## src/rtl/pll_lock_reset_seq_pkg.sv

```systemverilog
// Shared definitions for the PLL lock reset sequencer: state encoding,
// relock counter width, PLL reset pulse length and a small width helper.
`timescale 1ns/1ps
package pll_lock_reset_seq_pkg;

    // State encoding is visible on the debug port, so the values are fixed.
    typedef enum logic [1:0] {
        WAIT_LOCK = 2'd0,
        STABILIZE = 2'd1,
        RUN       = 2'd2,
        LOST      = 2'd3
    } state_e;

    localparam int RELOCK_W      = 8;
    localparam int PLL_RST_PULSE = 16;

    // Larger of two integers, used to size shared counters.
    function automatic int max2(input int a, input int b);
        return (a > b) ? a : b;
    endfunction

endpackage

```

## src/rtl/pll_lock_reset_seq_sync.sv

```systemverilog
// Two-flop synchronizer for asynchronous level inputs. Asynchronous
// active-high reset clears both stages to 0.
`timescale 1ns/1ps
module sync_2ff #(
    parameter int WIDTH = 1
) (
    input  logic             clk_i,
    input  logic             rst_i,
    input  logic [WIDTH-1:0] d_i,
    output logic [WIDTH-1:0] q_o
);

    logic [WIDTH-1:0] meta_q;
    logic [WIDTH-1:0] sync_q;

    // First stage may go metastable; second stage gives it a full cycle to settle.
    always_ff @(posedge clk_i or posedge rst_i) begin
        if (rst_i) begin
            meta_q <= '0;
            sync_q <= '0;
        end else begin
            meta_q <= d_i;
            sync_q <= meta_q;
        end
    end

    assign q_o = sync_q;

endmodule

```

## src/rtl/pll_lock_reset_seq.sv

```systemverilog
// Reset sequencer downstream of the board PLL. Filters the asynchronous
// PLL lock flag and releases rst_out only after lock has been stable for
// STABLE_CYCLES; re-asserts it for at least HOLD_CYCLES on a sustained
// loss of lock. Optional macro LOCK_TIMEOUT_EN adds a PLL reset pulse
// after LOCK_TIMEOUT cycles spent waiting for lock.
`timescale 1ns/1ps
module pll_lock_reset_seq
    import pll_lock_reset_seq_pkg::*;
#(
    parameter int STABLE_CYCLES = 65536,
    parameter int HOLD_CYCLES   = 256,
    parameter int LOSS_FILTER   = 4,
    parameter int LOCK_TIMEOUT  = 2500000
) (
    input  logic                clock,
    input  logic                reset,
    input  logic                locked,
    output logic                rst_out,
    output logic                ready,
    output logic [1:0]          state,
    output logic [RELOCK_W-1:0] relock_count,
    output logic                pll_rst
);

    // One counter serves both STABILIZE and LOST; they are never active together.
    localparam int CNT_W  = max2(1, $clog2(max2(STABLE_CYCLES, HOLD_CYCLES)));
    localparam int LCNT_W = max2(1, $clog2(LOSS_FILTER));

    // Reject parameter values the counters cannot honour.
    if (STABLE_CYCLES < 2) begin : g_bad_stable
        $error("STABLE_CYCLES must be >= 2");
    end
    if (HOLD_CYCLES < 1) begin : g_bad_hold
        $error("HOLD_CYCLES must be >= 1");
    end
    if (LOSS_FILTER < 1) begin : g_bad_loss
        $error("LOSS_FILTER must be >= 1");
    end
    if (LOCK_TIMEOUT < 1) begin : g_bad_timeout
        $error("LOCK_TIMEOUT must be >= 1");
    end

    logic                locked_s;
    state_e              state_q, state_d;
    logic [CNT_W-1:0]    cnt_q, cnt_d;
    logic [LCNT_W-1:0]   lcnt_q, lcnt_d;
    logic [RELOCK_W-1:0] relock_q, relock_d;
    logic                rst_out_q, rst_out_d;
    logic                ready_q, ready_d;

    sync_2ff #(
        .WIDTH (1)
    ) u_lock_sync (
        .clk_i (clock),
        .rst_i (reset),
        .d_i   (locked),
        .q_o   (locked_s)
    );

    // State register.
    always_ff @(posedge clock or posedge reset) begin
        if (reset) begin
            state_q <= WAIT_LOCK;
        end else begin
            state_q <= state_d;
        end
    end

    // Next-state and counter update logic.
    always_comb begin
        state_d  = state_q;
        cnt_d    = cnt_q;
        lcnt_d   = '0;
        relock_d = relock_q;
        case (state_q)
            WAIT_LOCK: begin
                cnt_d = '0;
                if (locked_s) begin
                    state_d = STABILIZE;
                end
            end
            STABILIZE: begin
                if (!locked_s) begin
                    state_d = WAIT_LOCK;
                    cnt_d   = '0;
                end else if (cnt_q == CNT_W'(STABLE_CYCLES - 1)) begin
                    state_d = RUN;
                    cnt_d   = '0;
                end else begin
                    cnt_d = cnt_q + 1'b1;
                end
            end
            RUN: begin
                cnt_d = '0;
                if (!locked_s) begin
                    if (lcnt_q == LCNT_W'(LOSS_FILTER - 1)) begin
                        state_d = LOST;
                        if (relock_q != '1) begin
                            relock_d = relock_q + 1'b1;
                        end
                    end else begin
                        lcnt_d = lcnt_q + 1'b1;
                    end
                end
            end
            LOST: begin
                // Lock state is ignored here: the hold time is unconditional.
                if (cnt_q == CNT_W'(HOLD_CYCLES - 1)) begin
                    state_d = WAIT_LOCK;
                    cnt_d   = '0;
                end else begin
                    cnt_d = cnt_q + 1'b1;
                end
            end
            default: begin
                state_d = WAIT_LOCK;
                cnt_d   = '0;
            end
        endcase
    end

    // Outputs decoded from the next state so they move on the same edge as state.
    always_comb begin
        rst_out_d = (state_d != RUN);
        ready_d   = (state_d == RUN);
    end

    // Counter and output registers.
    always_ff @(posedge clock or posedge reset) begin
        if (reset) begin
            cnt_q     <= '0;
            lcnt_q    <= '0;
            relock_q  <= '0;
            rst_out_q <= 1'b1;
            ready_q   <= 1'b0;
        end else begin
            cnt_q     <= cnt_d;
            lcnt_q    <= lcnt_d;
            relock_q  <= relock_d;
            rst_out_q <= rst_out_d;
            ready_q   <= ready_d;
        end
    end

    assign rst_out      = rst_out_q;
    assign ready        = ready_q;
    assign state        = state_q;
    assign relock_count = relock_q;

`ifdef LOCK_TIMEOUT_EN
    localparam int TO_W    = max2(1, $clog2(LOCK_TIMEOUT));
    localparam int PULSE_W = max2(1, $clog2(PLL_RST_PULSE));

    logic [TO_W-1:0]    to_cnt_q, to_cnt_d;
    logic [PULSE_W-1:0] pulse_cnt_q, pulse_cnt_d;
    logic               pll_rst_q, pll_rst_d;

    // Timeout counter runs only in WAIT_LOCK; a started pulse always runs to completion.
    always_comb begin
        to_cnt_d    = to_cnt_q;
        pulse_cnt_d = pulse_cnt_q;
        pll_rst_d   = pll_rst_q;
        if (pll_rst_q) begin
            to_cnt_d = '0;
            if (pulse_cnt_q == '0) begin
                pll_rst_d = 1'b0;
            end else begin
                pulse_cnt_d = pulse_cnt_q - 1'b1;
            end
        end else if (state_q == WAIT_LOCK) begin
            if (to_cnt_q == TO_W'(LOCK_TIMEOUT - 1)) begin
                pll_rst_d   = 1'b1;
                pulse_cnt_d = PULSE_W'(PLL_RST_PULSE - 1);
                to_cnt_d    = '0;
            end else begin
                to_cnt_d = to_cnt_q + 1'b1;
            end
        end else begin
            to_cnt_d = '0;
        end
    end

    // Timeout and pulse registers.
    always_ff @(posedge clock or posedge reset) begin
        if (reset) begin
            to_cnt_q    <= '0;
            pulse_cnt_q <= '0;
            pll_rst_q   <= 1'b0;
        end else begin
            to_cnt_q    <= to_cnt_d;
            pulse_cnt_q <= pulse_cnt_d;
            pll_rst_q   <= pll_rst_d;
        end
    end

    assign pll_rst = pll_rst_q;
`else
    assign pll_rst = 1'b0;
`endif

endmodule

```

## config.mk

```make
export PLATFORM = sky130hd
export DESIGN_NAME = pll_lock_reset_seq
export DESIGN_NICKNAME = d
export VERILOG_FILES = /design/src/rtl/pll_lock_reset_seq_pkg.sv /design/src/rtl/pll_lock_reset_seq_sync.sv /design/src/rtl/pll_lock_reset_seq.sv
export SDC_FILE = /design/constraint.sdc
export NUM_CORES = 1
export LEC_CHECK = 0
export CORE_UTILIZATION = 45
export CTS_CLUSTER_DIAMETER = 50
export DETAILED_ROUTE_END_ITERATION = 12
export DONT_BUFFER_PORTS = 1
export PLACE_DENSITY = 0.65
export SLEW_MARGIN = 5
export SYNTH_ARGS = -nofsm -noshare
export SYNTH_HDL_FRONTEND = slang
export SYNTH_HIERARCHICAL = 1
export SYNTH_SLANG_ARGS = --single-unit
```

## constraint.sdc

```tcl
create_clock -name clock -period 2.36 [get_ports clock]
set_input_delay 0.472 -clock clock [delete_from_list [all_inputs] [get_ports clock]]
set_output_delay 0.472 -clock clock [all_outputs]
set_load 0.03 [all_outputs]
```

==> reports/results.ini, run 1 <==
[clocking]
numCtsBuffers = 5
post_cts_buffers = 0
clock_latency_ps = 320
clkSlewWorstSetupHoldPaths_ps = 90
clockBufferDepth = 2
ctsResizeCount = 0
cts_tree = yes
h-tree-depth = 2
clkSinkCount = 32
clk_root_buffer_cell = clkbuf_4

[setup_path]
cp-start-kind = flip-flop
startpoint = relock_count[0]
critPathSlowestCell = dfrtp_1
cp_max_fo = 8
crit_chain = ha_1, nand3_1, o21ai_1, mux2_2
r2r_cells = 4
arrival_ps = 2180
r2r_start = relock_count[0]
crit_end = relock_count[1]
critPathCaptureType = flip-flop
timing.rr.end = relock_count[1]
worst-path-stages = 4
critical-path-max-stage-delay_ps = 580
worstPathRequired_ps = 2580
cpLargestDelayFamily = flip-flops
criticalPathCategory = reg2reg
critPathBufInv = 0
r2r_setup_slack_ps = 400

[detailed_routing]
wirelength_um = 2540
via_per_inst = 5.27
antenna_left = 0
drtIter0Drc = 47
avgRoutedWirePerCell_um = 13.1
drc = 0
num_vias = 1022
dr.pass1.iters = 4

[global_route]
track_usage = 0.173
grt_pass1_wl_um = 4530
grt_pass1_vias = 1013
antenna_found_initial = 0
overflow = 0
grt_max_degree = 22

[power_and_ir_drop]
power.leakage_uw = 0.000702
pwr-share-seq = 0.640
internal_power_uw = 670
power.share.switching = 0.230
p_per_area_nw_per_um2 = 525
total_switching_power_uw = 200
clkPwrFrac = 0.324
peakVddDrop_mv = 0.370
combPwrFrac = 0.036

[yosys]
synth_nets = 148
ys_top_cells_by_area = dfrtp_1, xnor2_1, nor2_2
synth.top_cell.area_share = 0.500
synth.yosys.seq_area_share = 0.517
synth_warnings = 6
ys.flop_type = dfrtp_1
synth_area_per_cell_um2 = 10.9
synth_common_cells = dfrtp_1, xnor2_1, nor2_1, nor2_2
synth_edf_count = 0
netlist_area_um2 = 1550
synth.most_common_cell = dfrtp_1
async_flop_share = 1.00
ys_seq_elements = 32
ys_types = 34
netlist_instances = 142
yosysTopAreaCell = dfrtp_1

[die]
top_level_ports = 16
die_w_um = 60.7
start_util = 0.492
num_rows = 20
coreArea_um2 = 3150
die_h_um = 60.7
die-area_um2 = 3690

[sta]
period_share = 0.831
fin_crit_ps = 1960
clock.fmax_ghz = 0.510
rsz0062_at_grt = no
clock_skew_ps = 5.47
slew_viol_final = 0
slew_headroom = 0.616
final-hold-violation-count = 0
tns_ps = 0
fin_hold_ws_ps = 165
setup_viol = 0
worstMarginPinSlew_ps = 572

[place]
dpl.hpwl_um = 1810
gp_congestion = 0.792
numPortBuffers = 0

[finish]
final_nets = 156
syn_to_final_growth_pct = 6.61
drive_gt1_frac = 0.180
seqCellArea_um2 = 802
num-fill-cells = 311
n_antenna_cell = 0
multiInputGateArea_um2 = 686

[flow_run]
drv_cap = 0

[min_path]
hp-class = in2reg
min_from = locked

[status]
outcome = complete, no violations

layout make-up:
type                       count  share of cell area
inverter                       9              0.0204
tap                           44              0.0333
timing repair buffer           4              0.0197
multi-input combinational     98               0.414
clock buffer                   6              0.0249
clock inverter                 1             0.00302
sequential                    32               0.485
registers in the layout (all words and copies together) (netlist names):
signal,count
cnt_q,16
relock_count,8
lcnt_q,2
state,2
ready,1
rst_out,1
u_lock_sync/meta_q,1
u_lock_sync/q_o,1
layout by cell type (no fill, tap or decap), types with 2 or more instances in the layout:
cell type	instances
a31oi_1	2
buf_4	3
clkbuf_4	5
dfrtp_1	31
ha_1	3
inv_1	9
nand2_1	7
nand3_1	9
nand4_1	5
nor2_1	13
nor2_2	10
nor3_1	6
nor4_1	5
xnor2_1	14
xor2_1	7
power groups by stage:
stage / clock, µW / sequential [µW] / combinational (µW)
global placement: 0 / 567 / 30.8
finish: 282 / 556 / 31.7
CTS: 297 / 556 / 32.9
floorplan: 0 / 568 / 27.0
global route: 318 / 557 / 36.5
detailed placement: 0 / 567 / 31.5
kinds of logic (layout without fill, tap and decap cells):
family,count (synthesis),after routing,synth area share
XOR/XNOR,21,21,0.118
AO/OA/AOI/OAI,7,7,0.0387
adder cells (fa/ha/maj),3,3,0.0242
other,1,1,0.00242
multiplexers,1,1,0.00725
flip-flops,32,32,0.517
buffers and inverters,12,20,0.0419
AND/OR/NAND/NOR,65,65,0.251
metrics by stage:
stage | total power, µW | instance area (µm²) | setup slack, ps | cells | utilization
floorplan | 595 | 1550 | 594 | 142 | -
global placement | 597 | 1600 | 433 | 186 | 0.507
detailed placement | 599 | 1600 | 413 | 186 | 0.507
CTS | 886 | 1660 | 392 | 194 | 0.525
global route | 912 | 1660 | 269 | 194 | 0.525
finish | 869 | 1660 | 399 | 194 | 0.525
how the worst min path moves through the flow:
stage / end / cells past startpoint
floorplan: u_lock_sync/meta_q / 1
global placement: u_lock_sync/meta_q / 1
detailed placement: u_lock_sync/meta_q / 1
CTS: u_lock_sync/meta_q / 0
global route: u_lock_sync/meta_q / 0
finish: u_lock_sync/meta_q / 0
what timing repair did:
action	in CTS	in global routing
hold buffers	1	0
setup endpoints to repair	0	0
hold endpoints to repair	5	0
routing by layer:
layer / wire length (µm) / GRT usage / part of all wire / vias up
li1: - / - / - / 494
met1: 1180 / 0.216 / 0.47 / 504
met2: 1210 / 0.264 / 0.48 / 17
met3: 90 / 0.0576 / 0.035 / 7
met4: 57 / 0.0974 / 0.022 / 0
met5: 0 / 0 / 0 / -
(Power assumes the default switching activity.)
==> run 2: changes to the inputs <==
--- a/config.mk
+++ b/config.mk
@@ -9,7 +9,7 @@
 export CTS_CLUSTER_DIAMETER = 50
 export DETAILED_ROUTE_END_ITERATION = 12
 export DONT_BUFFER_PORTS = 1
-export PLACE_DENSITY = 0.65
+export PLACE_DENSITY = 0.67
 export SLEW_MARGIN = 5
 export SYNTH_ARGS = -nofsm -noshare
 export SYNTH_HDL_FRONTEND = slang
==> constraint.sdc (replaced) <==
create_clock -name clock -period 1.8 [get_ports clock]
set_input_delay 0.36 -clock clock [delete_from_list [all_inputs] [get_ports clock]]
set_output_delay 0.36 -clock clock [all_outputs]
set_load 0.03 [all_outputs]
==> run 2 against run 1 <==
Clock power is 88% higher. First-iteration DRC count grew 87%. Sequential power grew 31%. Die area unchanged. Fmax increased by 9.4%. Combinational power is 53% higher. Global-route usage up 0.39 points. Final cell count grew 11%.
==> reports/results.ini, run 2 (synthesis results as in run 1) <==
[status]
outcome = complete, no violations  ; unchanged

[finish]
largest_reg_flops = 16  ; unchanged
n_antenna_cell = 0  ; unchanged
num-fill-cells = 284  ; was 311
mostFrequentLayoutCell = dfrtp_1  ; unchanged
syn_to_final_growth_pct = 20.3  ; was 6.61%
final_nets = 176  ; was 156
finish.instance_area_um2 = 1870  ; was 1660 µm²
layout_common_cells = dfrtp_1, buf_4, xnor2_1, nor2_1, nor2_2  ; was dfrtp_1, xnor2_1, nor2_1, nor2_2
fin_util = 0.592  ; was 0.525
final_cells = 215  ; was 194
top_register = cnt_q  ; unchanged
drive_gt1_frac = 0.298  ; was 0.180

[min_path]
hp-class = in2reg  ; unchanged
min_from = locked  ; unchanged

[power_and_ir_drop]
total_switching_power_uw = 278  ; was 200 µW
p_total_uw = 1310  ; was 869 µW
power.share.switching = 0.213  ; was 0.230
power.leakage_uw = 0.000836  ; was 0.000702 µW
p_per_area_nw_per_um2 = 700  ; was 525 nW/µm²
pwr-share-seq = 0.558  ; was 0.640
clkPwrFrac = 0.405  ; was 0.324
internal_power_uw = 1030  ; was 670 µW
combPwrFrac = 0.037  ; was 0.036
peakVddDrop_mv = 0.403  ; was 0.370 mV

[clocking]
clkSinkCount = 32  ; unchanged
clk_root_buffer_cell = clkbuf_4  ; unchanged
h-tree-depth = 2  ; unchanged
clock_latency_ps = 330  ; was 320 ps
cts_tree = yes  ; unchanged
clockBufferDepth = 2  ; unchanged
numCtsBuffers = 5  ; unchanged
clkSlewWorstSetupHoldPaths_ps = 100  ; was 90 ps

[place]
placed_area_um2 = 1730  ; was 1600 µm²
dpl.hpwl_um = 1960  ; was 1810 µm
gp_congestion = 0.810  ; was 0.792
numPortBuffers = 0  ; unchanged
place_ws_ps = 16.6  ; was 413 ps
place_inst = 204  ; was 186

[detailed_routing]
wirelength_um = 2840  ; was 2540 µm
num_vias = 1107  ; was 1,022
avgRoutedWirePerCell_um = 13.2  ; was 13.1 µm
via_per_inst = 5.15  ; was 5.27
dr.pass1.iters = 4  ; unchanged
drc = 0  ; unchanged
drtIter0Drc = 88  ; was 47
antenna_left = 0  ; unchanged

[die]
start_util = 0.492  ; unchanged
die_w_um = 60.7  ; unchanged
die-area_um2 = 3690  ; unchanged
coreArea_um2 = 3150  ; unchanged
top_level_ports = 16  ; unchanged
num_rows = 20  ; unchanged
die_h_um = 60.7  ; unchanged

[sta]
clock.fmax_ghz = 0.558  ; was 0.510 GHz
setup_viol = 0  ; unchanged
fin_crit_ps = 1790  ; was 1960 ps
slew_viol_final = 0  ; unchanged
clock_skew_ps = 11.1  ; was 5.47 ps
layout_setup_ws_ps = 7.13  ; was 399 ps
rsz0062_at_grt = yes  ; was no
period_share = 0.996  ; was 0.831
final-hold-violation-count = 0  ; unchanged

[global_route]
grt_max_degree = 31  ; was 22
track_usage = 0.177  ; was 0.173
overflow = 0  ; unchanged
grt_pass1_wl_um = 4690  ; was 4530 µm
grt_pass1_vias = 1096  ; was 1,013
antenna_found_initial = 0  ; unchanged

[setup_path]
criticalPathCategory = reg2reg  ; unchanged
cp_max_fo = 4  ; was 8
startpoint = cnt_q[11]  ; was relock_count[0]
worstPathRequired_ps = 2020  ; was 2580 ps
arrival_ps = 2010  ; was 2180 ps
cp-start-kind = flip-flop  ; unchanged
critPathCaptureType = flip-flop  ; unchanged
r2r_start = cnt_q[11]  ; was relock_count[0]

[flow_run]
drv_cap = 0  ; unchanged

run 2: changes by cell type in the layout (fill, tap and decap cells not counted), sizes merged:
cell,delta
bufinv,+1
buf,+19
o22a,+1
run 2: per-stage QoR:
step,TNS (ps),hold WS [ps]
final,0,42.9
after global routing,-36.5,16.3
after CTS,0,26.3
after detailed placement,0,108
after global placement,0,105
after floorplan,0,101
run 2: layer usage:
metal	vias to the layer above	share of wire	wire [µm]	track usage
met1	534	0.44	1250	0.202
met2	26	0.50	1420	0.300
met3	5	0.053	149	0.0682
li1	542	-	-	-
met5	-	0	0	0
met4	0	0.0099	28	0.0682
run 2: path summary, 6_finish.rpt:
path	end	slack [ps]	cells past startpoint
max	state[0]	7	4
min	u_lock_sync/meta_q	40	0
max reg2reg	state[0]	7	4
min reg2reg	u_lock_sync/q_o	360	0
max in group asynchronous	rst_out	920	3
min in group asynchronous	u_lock_sync/q_o	350	2
run 2: layout make-up:
cell class                      instances  area, µm²  share of cell area
Clock inverter                          2       35.0              0.0188
Inverter                                9       33.8              0.0181
Clock buffer                            6       41.3              0.0221
Multi-Input combinational cell         99        726               0.388
Timing Repair Buffer                   23        175              0.0938
Sequential cell                        32        802               0.429
Tap cell                               44       55.1              0.0295
run 2: power by group through the flow:
stage          logic, µW  clock network, µW  registers, µW
6_report            48.5                530            729
5_1_grt             54.7                573            730
4_1_cts             46.6                553            729
3_5_place_dp        44.3                  0            743
3_3_place_gp        43.1                  0            742
2_1_floorplan       35.5                  0            744
run 2: repair_timing:
action,4_1_cts,5_1_grt
endpoints found under the hold margin,31,0
hold buffers,1,0
gates cloned,0,1
buffers inserted,0,1
pin swaps,1,7
endpoints found under the setup margin,5,21
gates resized for setup,1,4
run 2: worst max-delay path: stages (launching register included):
cell and delay [ps]:
dfrtp_1 380, or4_4 550, nor4_4 370, nor2_1 80
a311o_1 300
==> run 3: changes to the inputs <==
--- a/config.mk
+++ b/config.mk
@@ -5,11 +5,11 @@
 export SDC_FILE = /design/constraint.sdc
 export NUM_CORES = 1
 export LEC_CHECK = 0
-export CORE_UTILIZATION = 45
+export CORE_UTILIZATION = 55
 export CTS_CLUSTER_DIAMETER = 50
 export DETAILED_ROUTE_END_ITERATION = 12
 export DONT_BUFFER_PORTS = 1
-export PLACE_DENSITY = 0.67
+export PLACE_DENSITY = 0.78
 export SLEW_MARGIN = 5
 export SYNTH_ARGS = -nofsm -noshare
 export SYNTH_HDL_FRONTEND = slang
==> constraint.sdc (replaced) <==
create_clock -name clock -period 1.6 [get_ports clock]
set_input_delay 0.32 -clock clock [delete_from_list [all_inputs] [get_ports clock]]
set_output_delay 0.32 -clock clock [all_outputs]
set_load 0.03 [all_outputs]
==> run 3 against run 2 <==
Final cell count is 0.93% lower. Highest routed layer unchanged. Clock power is 17% higher. The flow now finishes with violations (negative setup slack). Die area decreased by 18%. Fmax fell by 0.40%. Core utilization rose by 20 points. Sequential share of layout area down 3.4 points. Largest power group unchanged. First-iteration DRC count decreased by 66%. Critical path type unchanged. Setup slack got worse by 210 ps. Flip-flop and latch count unchanged. Via count rose by 9.8%. Clock skew decreased by 6.9 ps. Sequential power increased by 13%.
==> reports/results.ini, run 3 (synthesis results as in run 1) <==
[global_route]
grt_pass1_wl_um = 5290  ; was 4690 µm
track_usage = 0.263  ; was 0.177
overflow = 0  ; unchanged
antenna_found_initial = 0  ; unchanged
grt_max_degree = 25  ; was 31
grt_pass1_vias = 1180  ; was 1,096

[detailed_routing]
wirelength_um = 3370  ; was 2840 µm
antenna_left = 0  ; unchanged
drtIter0Drc = 30  ; was 88
avgRoutedWirePerCell_um = 15.8  ; was 13.2 µm
num_vias = 1216  ; was 1,107
dr.pass1.iters = 4  ; unchanged
via_per_inst = 5.71  ; was 5.15
drc = 0  ; unchanged

[power_and_ir_drop]
power.leakage_uw = 0.000897  ; was 0.000836 µW
p_per_area_nw_per_um2 = 742  ; was 700 nW/µm²
p_total_uw = 1510  ; was 1310 µW
peakVddDrop_mv = 0.672  ; was 0.403 mV

[setup_path]
startpoint = cnt_q[15]  ; was cnt_q[11]
worst-path-stages = 5  ; was 4
criticalPathCategory = reg2reg  ; unchanged
critPathSlowestCell = or4_4  ; unchanged
critPathBufInv = 1  ; was 0
r2r_cells = 5  ; was 4
timing.rr.end = cnt_q[9]  ; was state[0]
critical-path-max-stage-delay_ps = 540  ; was 550 ps
crit_end = cnt_q[9]  ; was state[0]
cp_max_fo = 8  ; was 4
worstPathRequired_ps = 1840  ; was 2020 ps
critPathCaptureType = flip-flop  ; unchanged
arrival_ps = 2040  ; was 2010 ps
crit_chain = or4_4, nor4_4, buf_4, o22a_4, nor2_2  ; was or4_4, nor4_4, nor2_1, a311o_1
r2r_start = cnt_q[15]  ; was cnt_q[11]
cp-start-kind = flip-flop  ; unchanged
cpLargestDelayFamily = simple AND/OR/NAND/NOR gates  ; unchanged
r2r_setup_slack_ps = -200  ; was 7 ps

[die]
die_w_um = 55.1  ; was 60.7 µm
die_h_um = 55.1  ; was 60.7 µm
start_util = 0.605  ; was 0.492
num_rows = 18  ; was 20
coreArea_um2 = 2570  ; was 3150 µm²
top_level_ports = 16  ; unchanged
die-area_um2 = 3040  ; was 3690 µm²

[clocking]
clockBufferDepth = 2  ; unchanged
clk_root_buffer_cell = clkbuf_4  ; unchanged
clock_latency_ps = 340  ; was 330 ps
clkSinkCount = 32  ; unchanged
h-tree-depth = 2  ; unchanged
numCtsBuffers = 5  ; unchanged
cts_tree = yes  ; unchanged
clkSlewWorstSetupHoldPaths_ps = 100  ; about the same

[place]
numPortBuffers = 0  ; unchanged
place_ws_ps = -174  ; was 16.6 ps
gp_congestion = 0.853  ; was 0.810
dpl.hpwl_um = 2210  ; was 1960 µm
placed_area_um2 = 1760  ; was 1730 µm²

[sta]
slew_viol_final = 0  ; unchanged
rsz0062_at_grt = yes  ; unchanged
clock_skew_ps = 4.15  ; was 11.1 ps
final-hold-violation-count = 0  ; unchanged
fin_crit_ps = 1800  ; was 1790 ps
setup_viol = 18  ; was 0
clock.fmax_ghz = 0.556  ; was 0.558 GHz
layout_setup_ws_ps = -200  ; was 7.13 ps
tns_ps = -3050  ; was 0 ps
period_share = 1.13  ; was 0.996

[finish]
top_register = cnt_q  ; unchanged
n_antenna_cell = 0  ; unchanged
drive_gt1_frac = 0.404  ; was 0.298
layout_common_cells = buf_4, dfrtp_1, nor2_2, xnor2_1  ; was dfrtp_1, buf_4, xnor2_1, nor2_1, nor2_2
mostFrequentLayoutCell = buf_4  ; was dfrtp_1
final_nets = 188  ; was 176
largest_reg_flops = 16  ; unchanged
finish.instance_area_um2 = 2030  ; was 1870 µm²
syn_to_final_growth_pct = 30.6  ; was 20.3%

[min_path]
hp-class = in2async  ; was in2reg

[status]
violations = negative setup slack
outcome = finished, violations left  ; was complete, no violations

[flow_run]
drv_cap = 0  ; unchanged

==> run 3: cell types whose count changed in the layout (fill, tap and decap cells not counted), moves of 2 or more <==
cell    delta
buf_4     +11
nor2_2     +5
nor2_1     -5
ha_1       -2
nor3_1     -3
nor3_2     +3
==> run 3: area by class of cell <==
class,count,area [µm²]
Clock inverter,3,42.5
Timing Repair Buffer,35,268
Multi-Input combinational cell,99,807
Sequential cell,32,802
Tap cell,30,37.5
Fill cell,153,539
Inverter,9,33.8
Clock buffer,5,37.5
==> run 3: repair_timing <==
item / in CTS / in global routing
hold buffers: 2 / 0
gates resized for setup: 4 / 14
pin swaps: 9 / 13
gates cloned: 1 / 0
setup endpoints to repair: 24 / 24
hold endpoints to repair: 8 / 0
buffers inserted: 4 / 5
==> run 3: per-layer routing <==
metal / part of all wire / global-route usage
met1: 0.41 / 0.307
met5: 0 / 0
met2: 0.51 / 0.440
met3: 0.068 / 0.101
met4: 0.015 / 0.0917
==> run 3: through the flow <==
step	utilization	hold WS [ps]	instances
after floorplan	-	61.2	142
after global placement	0.684	64.5	193
after detailed placement	0.684	69.8	193
after CTS	0.748	263	208
after global routing	0.790	264	213
final	0.790	291	213
==> run 3: worst min-delay path by stage <==
stage	slack, ps	cells after the start	from	end
2_1_floorplan	60	1	reset	u_lock_sync/meta_q
3_3_place_gp	60	1	reset	u_lock_sync/meta_q
3_5_place_dp	70	1	reset	u_lock_sync/meta_q
4_1_cts	260	2	reset	u_lock_sync/meta_q
5_1_grt	260	2	reset	u_lock_sync/meta_q
6_report	290	2	reset	u_lock_sync/meta_q
==> run 3: worst reg2reg max path: stages (launching register included) <==
cell     delay [ps]
dfrtp_1         390
or4_4           540
nor4_4          290
buf_4           190
o22a_4          230
nor2_2           60
==> run 3: report_power, final <==
part / total (µW) / internal [µW] / switching (µW) / leakage (µW)
clock network: 619 / 325 / 294 / 0.0000412
registers: 821 / 815 / 6.03 / 0.000436
logic: 65.2 / 21.8 / 43.4 / 0.000420
total: 1510 / 1160 / 343 / 0.000897
